==> config.mk <==
export PLATFORM = sky130hd
export DESIGN_NAME = axi_lite_master_flat
export DESIGN_NICKNAME = d
export VERILOG_FILES = /design/src/rtl/axi_lite_master_if.sv /design/src/rtl/axi_lite_master.sv /design/src/flat_wrapper.sv
export SDC_FILE = /design/constraint.sdc
export NUM_CORES = 1
export LEC_CHECK = 0
export ABC_AREA = 1
export BUFFER_PORTS_ARGS = -buffer_cell sky130_fd_sc_hd__buf_2
export CORE_UTILIZATION = 48
export DETAILED_ROUTE_END_ITERATION = 8
export PLACE_DENSITY = 0.86
export SLEW_MARGIN = 10
export SYNTH_ARGS = -nofsm -noshare
export SYNTH_HDL_FRONTEND = slang
export SYNTH_SLANG_ARGS = --single-unit
==> constraint.sdc <==
create_clock -name aclk -period 5 [get_ports aclk]
set_input_delay 0.25 -clock aclk [delete_from_list [all_inputs] [get_ports aclk]]
set_output_delay 0.25 -clock aclk [all_outputs]
set_load 0.1 [all_outputs]
==> src/rtl/axi_lite_master_if.sv <==
// AXI4-Lite channel bundle between one master and one slave.
interface axi_lite_master_if #(
    parameter int ADDR_W = 32,
    parameter int DATA_W = 32
);
    logic [ADDR_W-1:0] awaddr;
    logic              awvalid;
    logic              awready;
    logic [DATA_W-1:0] wdata;
    logic              wvalid;
    logic              wlast;
    logic              wready;
    logic              bvalid;
    logic [1:0]        bresp;
    logic              bready;
    logic [ADDR_W-1:0] araddr;
    logic              arvalid;
    logic              arready;
    logic [DATA_W-1:0] rdata;
    logic              rvalid;
    logic              rlast;
    logic              rready;

    modport master (
        output awaddr, awvalid, input awready,
        output wdata, wvalid, wlast, input wready,
        input bvalid, bresp, output bready,
        output araddr, arvalid, input arready,
        input rdata, rvalid, rlast, output rready
    );

    modport slave (
        input awaddr, awvalid, output awready,
        input wdata, wvalid, wlast, output wready,
        output bvalid, bresp, input bready,
        input araddr, arvalid, output arready,
        output rdata, rvalid, rlast, input rready
    );
endinterface

==> src/rtl/axi_lite_master.sv <==
// Single-outstanding AXI4-Lite master: one local command becomes one AXI read or write.
// Optional wait-state watchdog enabled by defining AXI_MASTER_TIMEOUT_EN.
//
// state   | meaning
// IDLE    | accepting a local command
// WR_ADDR | awvalid up, waiting for awready
// WR_DATA | wvalid/wlast up, waiting for wready
// WR_RESP | bready up, waiting for bvalid
// RD_ADDR | arvalid up, waiting for arready
// RD_DATA | rready up, waiting for rvalid
// DONE    | one-cycle rsp_valid pulse
module axi_lite_master #(
    parameter int ADDR_W         = 32,
    parameter int DATA_W         = 32,
    parameter int TIMEOUT_CYCLES = 255
) (
    input  logic              aclk,
    input  logic              areset,
    input  logic              cmd_valid,
    output logic              cmd_ready,
    input  logic              cmd_write,
    input  logic [ADDR_W-1:0] cmd_addr,
    input  logic [DATA_W-1:0] cmd_wdata,
    output logic              rsp_valid,
    output logic [DATA_W-1:0] rsp_rdata,
    output logic              rsp_err,
    output logic              rsp_timeout,
    axi_lite_master_if.master bus
);
    typedef enum logic [2:0] {
        IDLE, WR_ADDR, WR_DATA, WR_RESP, RD_ADDR, RD_DATA, DONE
    } state_t;

    state_t            state, state_next;
    logic [ADDR_W-1:0] addr_q;
    logic [DATA_W-1:0] wdata_q;
    logic              wait_expired;
    logic              tmo_fire;
    wire               unused_rlast = bus.rlast;

    always_ff @(posedge aclk or posedge areset) begin
        if (areset) state <= IDLE;
        else        state <= state_next;
    end

    always_ff @(posedge aclk or posedge areset) begin
        if (areset) begin
            addr_q  <= '0;
            wdata_q <= '0;
        end else if (cmd_valid && cmd_ready) begin
            addr_q  <= cmd_addr;
            wdata_q <= cmd_wdata;
        end
    end

    // A handshake always wins over a watchdog expiry in the same cycle.
    always_comb begin
        state_next  = state;
        cmd_ready   = 1'b0;
        rsp_valid   = 1'b0;
        bus.awvalid = 1'b0;
        bus.wvalid  = 1'b0;
        bus.wlast   = 1'b0;
        bus.bready  = 1'b0;
        bus.arvalid = 1'b0;
        bus.rready  = 1'b0;
        tmo_fire    = 1'b0;
        case (state)
            IDLE: begin
                cmd_ready = !areset;
                if (cmd_valid && !areset) state_next = cmd_write ? WR_ADDR : RD_ADDR;
            end
            WR_ADDR: begin
                bus.awvalid = 1'b1;
                if (bus.awready) state_next = WR_DATA;
                else if (wait_expired) begin state_next = DONE; tmo_fire = 1'b1; end
            end
            WR_DATA: begin
                bus.wvalid = 1'b1;
                bus.wlast  = 1'b1;
                if (bus.wready) state_next = WR_RESP;
                else if (wait_expired) begin state_next = DONE; tmo_fire = 1'b1; end
            end
            WR_RESP: begin
                bus.bready = 1'b1;
                if (bus.bvalid) state_next = DONE;
                else if (wait_expired) begin state_next = DONE; tmo_fire = 1'b1; end
            end
            RD_ADDR: begin
                bus.arvalid = 1'b1;
                if (bus.arready) state_next = RD_DATA;
                else if (wait_expired) begin state_next = DONE; tmo_fire = 1'b1; end
            end
            RD_DATA: begin
                bus.rready = 1'b1;
                if (bus.rvalid) state_next = DONE;
                else if (wait_expired) begin state_next = DONE; tmo_fire = 1'b1; end
            end
            DONE: begin
                rsp_valid  = 1'b1;
                state_next = IDLE;
            end
            default: state_next = IDLE;
        endcase
    end

    assign bus.awaddr = addr_q;
    assign bus.araddr = addr_q;
    assign bus.wdata  = wdata_q;

    always_ff @(posedge aclk or posedge areset) begin
        if (areset) begin
            rsp_rdata <= '0;
            rsp_err   <= 1'b0;
        end else if (state == WR_RESP && bus.bvalid) begin
            rsp_err <= (bus.bresp != 2'b00);
        end else if (state == RD_DATA && bus.rvalid) begin
            rsp_rdata <= bus.rdata;
            rsp_err   <= 1'b0;
        end else if (tmo_fire) begin
            rsp_err <= 1'b1;
        end
    end

`ifdef AXI_MASTER_TIMEOUT_EN
    localparam logic [7:0] TMO_LOAD = 8'(TIMEOUT_CYCLES - 1);
    logic [7:0] timer;

    // Reloaded on every state change, so each wait state gets its own budget.
    always_ff @(posedge aclk or posedge areset) begin
        if (areset)                   timer <= '0;
        else if (state_next != state) timer <= TMO_LOAD;
        else if (timer != 8'd0)       timer <= timer - 8'd1;
    end

    assign wait_expired = (timer == 8'd0);

    always_ff @(posedge aclk or posedge areset) begin
        if (areset)                                rsp_timeout <= 1'b0;
        else if (state != DONE && state_next == DONE) rsp_timeout <= tmo_fire;
    end
`else
    localparam int unused_timeout_cycles = TIMEOUT_CYCLES;
    assign wait_expired = 1'b0;
    assign rsp_timeout  = 1'b0;
`endif
endmodule

==> src/flat_wrapper.sv <==
// flat-port wrapper written by rule: the top's interface ports become plain ports
module axi_lite_master_flat 
#(
    parameter int ADDR_W         = 32,
    parameter int DATA_W         = 32,
    parameter int TIMEOUT_CYCLES = 255
)
  (aclk, areset, cmd_valid, cmd_ready, cmd_write, cmd_addr, cmd_wdata, rsp_valid, rsp_rdata, rsp_err, rsp_timeout, bus_awaddr, bus_awvalid, bus_awready, bus_wdata, bus_wvalid, bus_wlast, bus_wready, bus_bvalid, bus_bresp, bus_bready, bus_araddr, bus_arvalid, bus_arready, bus_rdata, bus_rvalid, bus_rlast, bus_rready);
  axi_lite_master_if #(.ADDR_W(ADDR_W), .DATA_W(DATA_W)) bus_i ();
  input  logic aclk;
  input  logic areset;
  input  logic cmd_valid;
  output logic cmd_ready;
  input  logic cmd_write;
  input  logic [ADDR_W-1:0] cmd_addr;
  input  logic [DATA_W-1:0] cmd_wdata;
  output logic rsp_valid;
  output logic [DATA_W-1:0] rsp_rdata;
  output logic rsp_err;
  output logic rsp_timeout;
  output wire logic [$bits(bus_i.awaddr)-1:0] bus_awaddr;
  output wire logic [$bits(bus_i.awvalid)-1:0] bus_awvalid;
  input wire logic [$bits(bus_i.awready)-1:0] bus_awready;
  output wire logic [$bits(bus_i.wdata)-1:0] bus_wdata;
  output wire logic [$bits(bus_i.wvalid)-1:0] bus_wvalid;
  output wire logic [$bits(bus_i.wlast)-1:0] bus_wlast;
  input wire logic [$bits(bus_i.wready)-1:0] bus_wready;
  input wire logic [$bits(bus_i.bvalid)-1:0] bus_bvalid;
  input wire logic [$bits(bus_i.bresp)-1:0] bus_bresp;
  output wire logic [$bits(bus_i.bready)-1:0] bus_bready;
  output wire logic [$bits(bus_i.araddr)-1:0] bus_araddr;
  output wire logic [$bits(bus_i.arvalid)-1:0] bus_arvalid;
  input wire logic [$bits(bus_i.arready)-1:0] bus_arready;
  input wire logic [$bits(bus_i.rdata)-1:0] bus_rdata;
  input wire logic [$bits(bus_i.rvalid)-1:0] bus_rvalid;
  input wire logic [$bits(bus_i.rlast)-1:0] bus_rlast;
  output wire logic [$bits(bus_i.rready)-1:0] bus_rready;
  assign bus_awaddr = bus_i.awaddr;
  assign bus_awvalid = bus_i.awvalid;
  assign bus_i.awready = bus_awready;
  assign bus_wdata = bus_i.wdata;
  assign bus_wvalid = bus_i.wvalid;
  assign bus_wlast = bus_i.wlast;
  assign bus_i.wready = bus_wready;
  assign bus_i.bvalid = bus_bvalid;
  assign bus_i.bresp = bus_bresp;
  assign bus_bready = bus_i.bready;
  assign bus_araddr = bus_i.araddr;
  assign bus_arvalid = bus_i.arvalid;
  assign bus_i.arready = bus_arready;
  assign bus_i.rdata = bus_rdata;
  assign bus_i.rvalid = bus_rvalid;
  assign bus_i.rlast = bus_rlast;
  assign bus_rready = bus_i.rready;
  axi_lite_master #(.ADDR_W(ADDR_W), .DATA_W(DATA_W), .TIMEOUT_CYCLES(TIMEOUT_CYCLES)) u_core (.aclk(aclk), .areset(areset), .cmd_valid(cmd_valid), .cmd_ready(cmd_ready), .cmd_write(cmd_write), .cmd_addr(cmd_addr), .cmd_wdata(cmd_wdata), .rsp_valid(rsp_valid), .rsp_rdata(rsp_rdata), .rsp_err(rsp_err), .rsp_timeout(rsp_timeout), .bus(bus_i));
endmodule
## Yosys cells after proc, flatten, opt, wreduce, memory -nomap -nowiden

Index checks and enable logic that the tools add are counted.

| storage, ports and cells | value |
|---|---|
| output and inout port bits | 138 |
| input port bits | 108 |
| bits in registers | 100 |
| logic and storage cells | 45 |

| cells by class | value |
|---|---|
| bitwise operators | 1 |
| reductions and logical operators | 10 |
| equal/unequal tests | 12 |
| muxes and demuxes | 17 |

Operator list:

| kind | count |
|---|---|
| $mux 3 | 7 |
| $pmux 3 s6 | 1 |
| $ne 2x2->1 const B | 5 |
| $eq 3x3->1 const B | 3 |
| $mux 1 | 9 |
| $eq 3x2->1 const B | 2 |
| $reduce_and 6->1 | 1 |
| $logic_and 1x1->1 | 4 |
| $reduce_bool 2->1 | 2 |
| $eq 3x1->1 const B | 1 |
| $logic_not 3->1 | 1 |
| $ne 2x1->1 const B | 1 |
| $reduce_and 2->1 | 1 |
| $logic_not 1->1 | 1 |
| $not 1->1 | 1 |

## Logic depth before layout (Yosys ltp)

| depth | value |
|---|---|
| word-level depth | 4 |
| mapped depth | 8 |
| depth with buffers taken out | 8 |

## Worst setup path before layout

No wires, ideal clock.

| timing path | value |
|---|---|
| kind | input port to flip-flop |
| from | input port areset |
| to | register u_core.state[0] |
| arrival time | 2927 ps |
| path buffers | 0 |
| slack | 1954 ps |
| stages | 8 |
| required time | 4881 ps |
| library setup time | 119 ps |
| cell sequence | inv_1 -> nand2_1 -> nand3_1 -> nand2_1 -> nor2_1 -> nand2_1 -> nand2_1 -> nand2_1 |

| on the way | value |
|---|---|
| word-level cells in the longest chain between the ends | 4 |

RTL lines:

| item | line | RTL |
|---|---|---|
| start, declared | flat_wrapper.sv:11 | `input logic areset;` |
| $logic_not 1->1 (no line) | - |  |
| $logic_and 1x1->1 | axi_lite_master.sv:71 | `if (cmd_valid && !areset) state_next = cmd_write ? WR_ADDR : RD_ADDR;` |
| $ne 2x1->1 (no line) | - |  |
| $reduce_and 6->1 (no line) | - |  |
| end signal, assigned | axi_lite_master.sv:43 | `else state <= state_next;` |
| end, declared | axi_lite_master.sv:34 | `state_t state, state_next;` |

Every way passes these cells.
A chain may end at the register's enable or synchronous reset.

## Worst setup path after layout

| timing path | value |
|---|---|
| from | register u_core.state[0] |
| to | register u_core.wdata_q[18] (netlist: u_core.bus.wdata[18]) |

| on the way | value |
|---|---|
| word-level cells in the longest chain between the ends | 3 |

RTL lines:

| item | line | RTL |
|---|---|---|
| $logic_not 3->1 | axi_lite_master.sv:68 | `case (state)` |
| $mux 1 | axi_lite_master.sv:68 |  |
| $logic_and 1x1->1 | axi_lite_master.sv:50 | `end else if (cmd_valid && cmd_ready) begin` |
| end signal, assigned | axi_lite_master.sv:52 | `wdata_q <= cmd_wdata;` |
| end, declared | axi_lite_master.sv:36 | `logic [DATA_W-1:0] wdata_q;` |

Every way passes these cells.

==> flow_summary_export.csv <==
group,metric,value,unit
timing,fmax,0.3617,GHz
critical_path,path_cells,"nor2_2, inv_1, nor3_4, buf_4, nand2_2, nand2_1, nand2_1",
finish,antennaDiodeCount,0,
hold_path,hold_path.class,"in2async",
cts,insertion_delay,350,ps
synth,synthTopCellsByArea,"dfrtp_1 (57%), nand2_1 (18%), nand3_1 (12%), buf_4 (6.0%), buf_2 (1.5%)",
synth,netlist_area,4377,µm²
placed_design,io_buffer_count,243,
route,ant_nets,0,
critical_path,cp_top_family,"simple AND/OR/NAND/NOR gates",
critical_path,crit_fanout,66,
critical_path,reg2reg_slack,2240,ps
cts,clockBufferDepth,2,
synth,syn-num-nets,615,
critical_path,worst_ep_arrival_time,3000,ps
job,maxCapViolations,0,
critical_path,r2r-start,"u_core.state[0]",
synth,synthCells,507,
timing,rsz0062_at_grt,"false",
critical_path,end_kind,"register",
route,drt-wirelength-per-cell,13.77,µm
critical_path,slowest_delay,830,ps
grt,grt_max_degree,67,
synth,yosysTopAreaCell,"dfrtp_1",
cts,htreeDepth,3,
finish,area.growth.synth_to_final,25.76,%
synth,yosysMostFrequentCell,"nand2_1",
finish,fin_nets,808,
synth,yosys.area.top_type_share,57.18,%
timing,fin_worst_skew,16.68,ps
critical_path,start_kind,"register",
synth,synthDistinctLibCells,18,
timing,hold_slack,-6.524,ps
route,drt-vias-per-instance,4.995,
cts,numCtsBuffers,9,
status,violations,"negative hold slack",
timing,slew-limit-headroom,22.52,%
critical_path,critical_path_buf_inv_count,2,
timing,drv_slew,0,
finish,fill_cells,765,
synth,async_flop_share,100.0,%
critical_path,worst_path_max_delay_cell,"nand2_2",
synth,syn_avg_cell_area,8.633,µm²
floorplanning,start_util,49.94,%
grt,antenna_found_initial,0,
synth,yosysSeqAreaShare,57.18,%
synth,synth_top_flop_cell,"dfrtp_1",
critical_path,startpoint,"u_core.state[0]",
timing,setup-tns-final,0,ps
floorplanning,num_rows,34,
timing,layout_min_cycle_time,2765,ps
floorplanning,io_pins,246,
cts,cts_setup_buffers,0,
floorplanning,dieArea,9504,µm²
timing,hold_violations,6,
route,postRouteWirelength,11.19,mm
synth,synth-edff-count,0,
synth,synth_common_cells,"nand2_1 (206), nand3_1 (103), dfrtp_1 (100)",
grt,grt_pass1_wl,17.92,mm
route,drcViolationCount,0,
synth,ys_ff_latch,100,
floorplanning,core,8763,µm²
finish,layout-drive-gt1-share,37.87,%
floorplanning,fp.dieW,97.49,µm
placed_design,gp_congestion,0.9407,
cts,root_buffer,"clkbuf_8",
cts,cts_resized,0,
cts,clk_pin_slew,100,ps
critical_path,crit_required,5240,ps
critical_path,crit_type,"reg2reg",
floorplanning,die-height,97.49,µm
critical_path,cpMostUsedCell,"nand2_1",
route,drt_pass1_iterations,4,
grt,grt_pass1_vias,3800,
cts,cts_tree,"done",
timing,fin_crit_sh,55.30,%
grt,grt.overflow.total,0,
route,drtIter0Drc,168,
cts,hold_buffers,0,
route,vias,4061,
grt,gr-usage-all-layers,23.19,%
timing,finalSetupViolCount,0,
cts,clock_sinks,100,
timing,tightest_slew,1158,ps
synth,yosys_warnings,0,
status,status,"finished, violations left",
placed_design,hpwl,7.956,mm
metrics by stage:
stage	setup slack (ps)	cells	area (µm²)	utilization, %	hold slack (ps)
after floorplan	1954	507	4377	-	394.7
after global placement	2371	797	5328	60.79	383.1
after detailed placement	2252	797	5328	60.79	398.7
after CTS	2231	813	5504	62.81	3.336
after global routing	1952	813	5504	62.81	25.10
final	2235	813	5504	62.81	-6.524
worst register-to-register path: cells and delay by family, from the launching register on:
| family | cells | cell delay, ps |
|---|---|---|
| simple gates | 5 | 1540 |
| flops | 1 | 470 |
| buf+inv | 2 | 640 |
logic make-up (layout without fill, tap and decap cells):
family,after synthesis,count (layout),synth area share (%)
buffers and inverters,76,274,10.75
flip-flops,100,100,57.18
AND/OR/NAND/NOR,322,322,31.08
other,1,1,0.08568
AO/OA/AOI/OAI,8,8,0.9146
flip-flops by register name, summed over array words and instances (netlist names):
| name | cells |
|---|---|
| u_core.rsp_rdata | 32 |
| u_core.state | 3 |
| u_core.rsp_err | 1 |
| u_core.bus.wdata | 32 |
| u_core.bus.araddr | 32 |
worst paths after layout:
check / depth (start not counted) / endpoint
worst max-delay path: 7 / u_core.bus.wdata[18]
worst min-delay path: 2 / u_core.bus.araddr[23]
worst max register to register: 7 / u_core.bus.wdata[18]
worst min register to register: 2 / u_core.bus.wdata[8]
max in group asynchronous: 3 / u_core.rsp_err
min in group aclk: 3 / u_core.bus.wdata[26]
layout by cell type, fill, tap and decap left out, types with 3 or more instances in the layout:
cell      netlist  final
inv_1          10      9
clkbuf_8        0      9
nand2_1       206    206
dfrtp_1       100    100
nor2_1          7      7
buf_4          35      3
o21ai_0         7      7
nand3_1       103    103
buf_2          13    243
routing by layer:
metal	vias up	part of all wire (%)	track usage [%]
met5	-	0	0
met4	0	1.1	6.900
met3	10	7.0	5.540
met2	176	52	39.81
met1	1915	40	29.06
li1	1960	-	-
area by class of cell:
type,count,area [µm²],share of cell area (%)
Clock buffer,10,127.6,2.319
Clock inverter,6,48.80,0.8866
Inverter,12,47.55,0.8638
Multi-Input combinational cell,331,1404,25.51
Sequential cell,100,2502,45.46
Tap cell,108,135.1,2.455
Timing Repair Buffer,246,1239,22.51
Power is not shown: default switching activity piles up to over one toggle a cycle in this logic, so the estimate is an artifact.
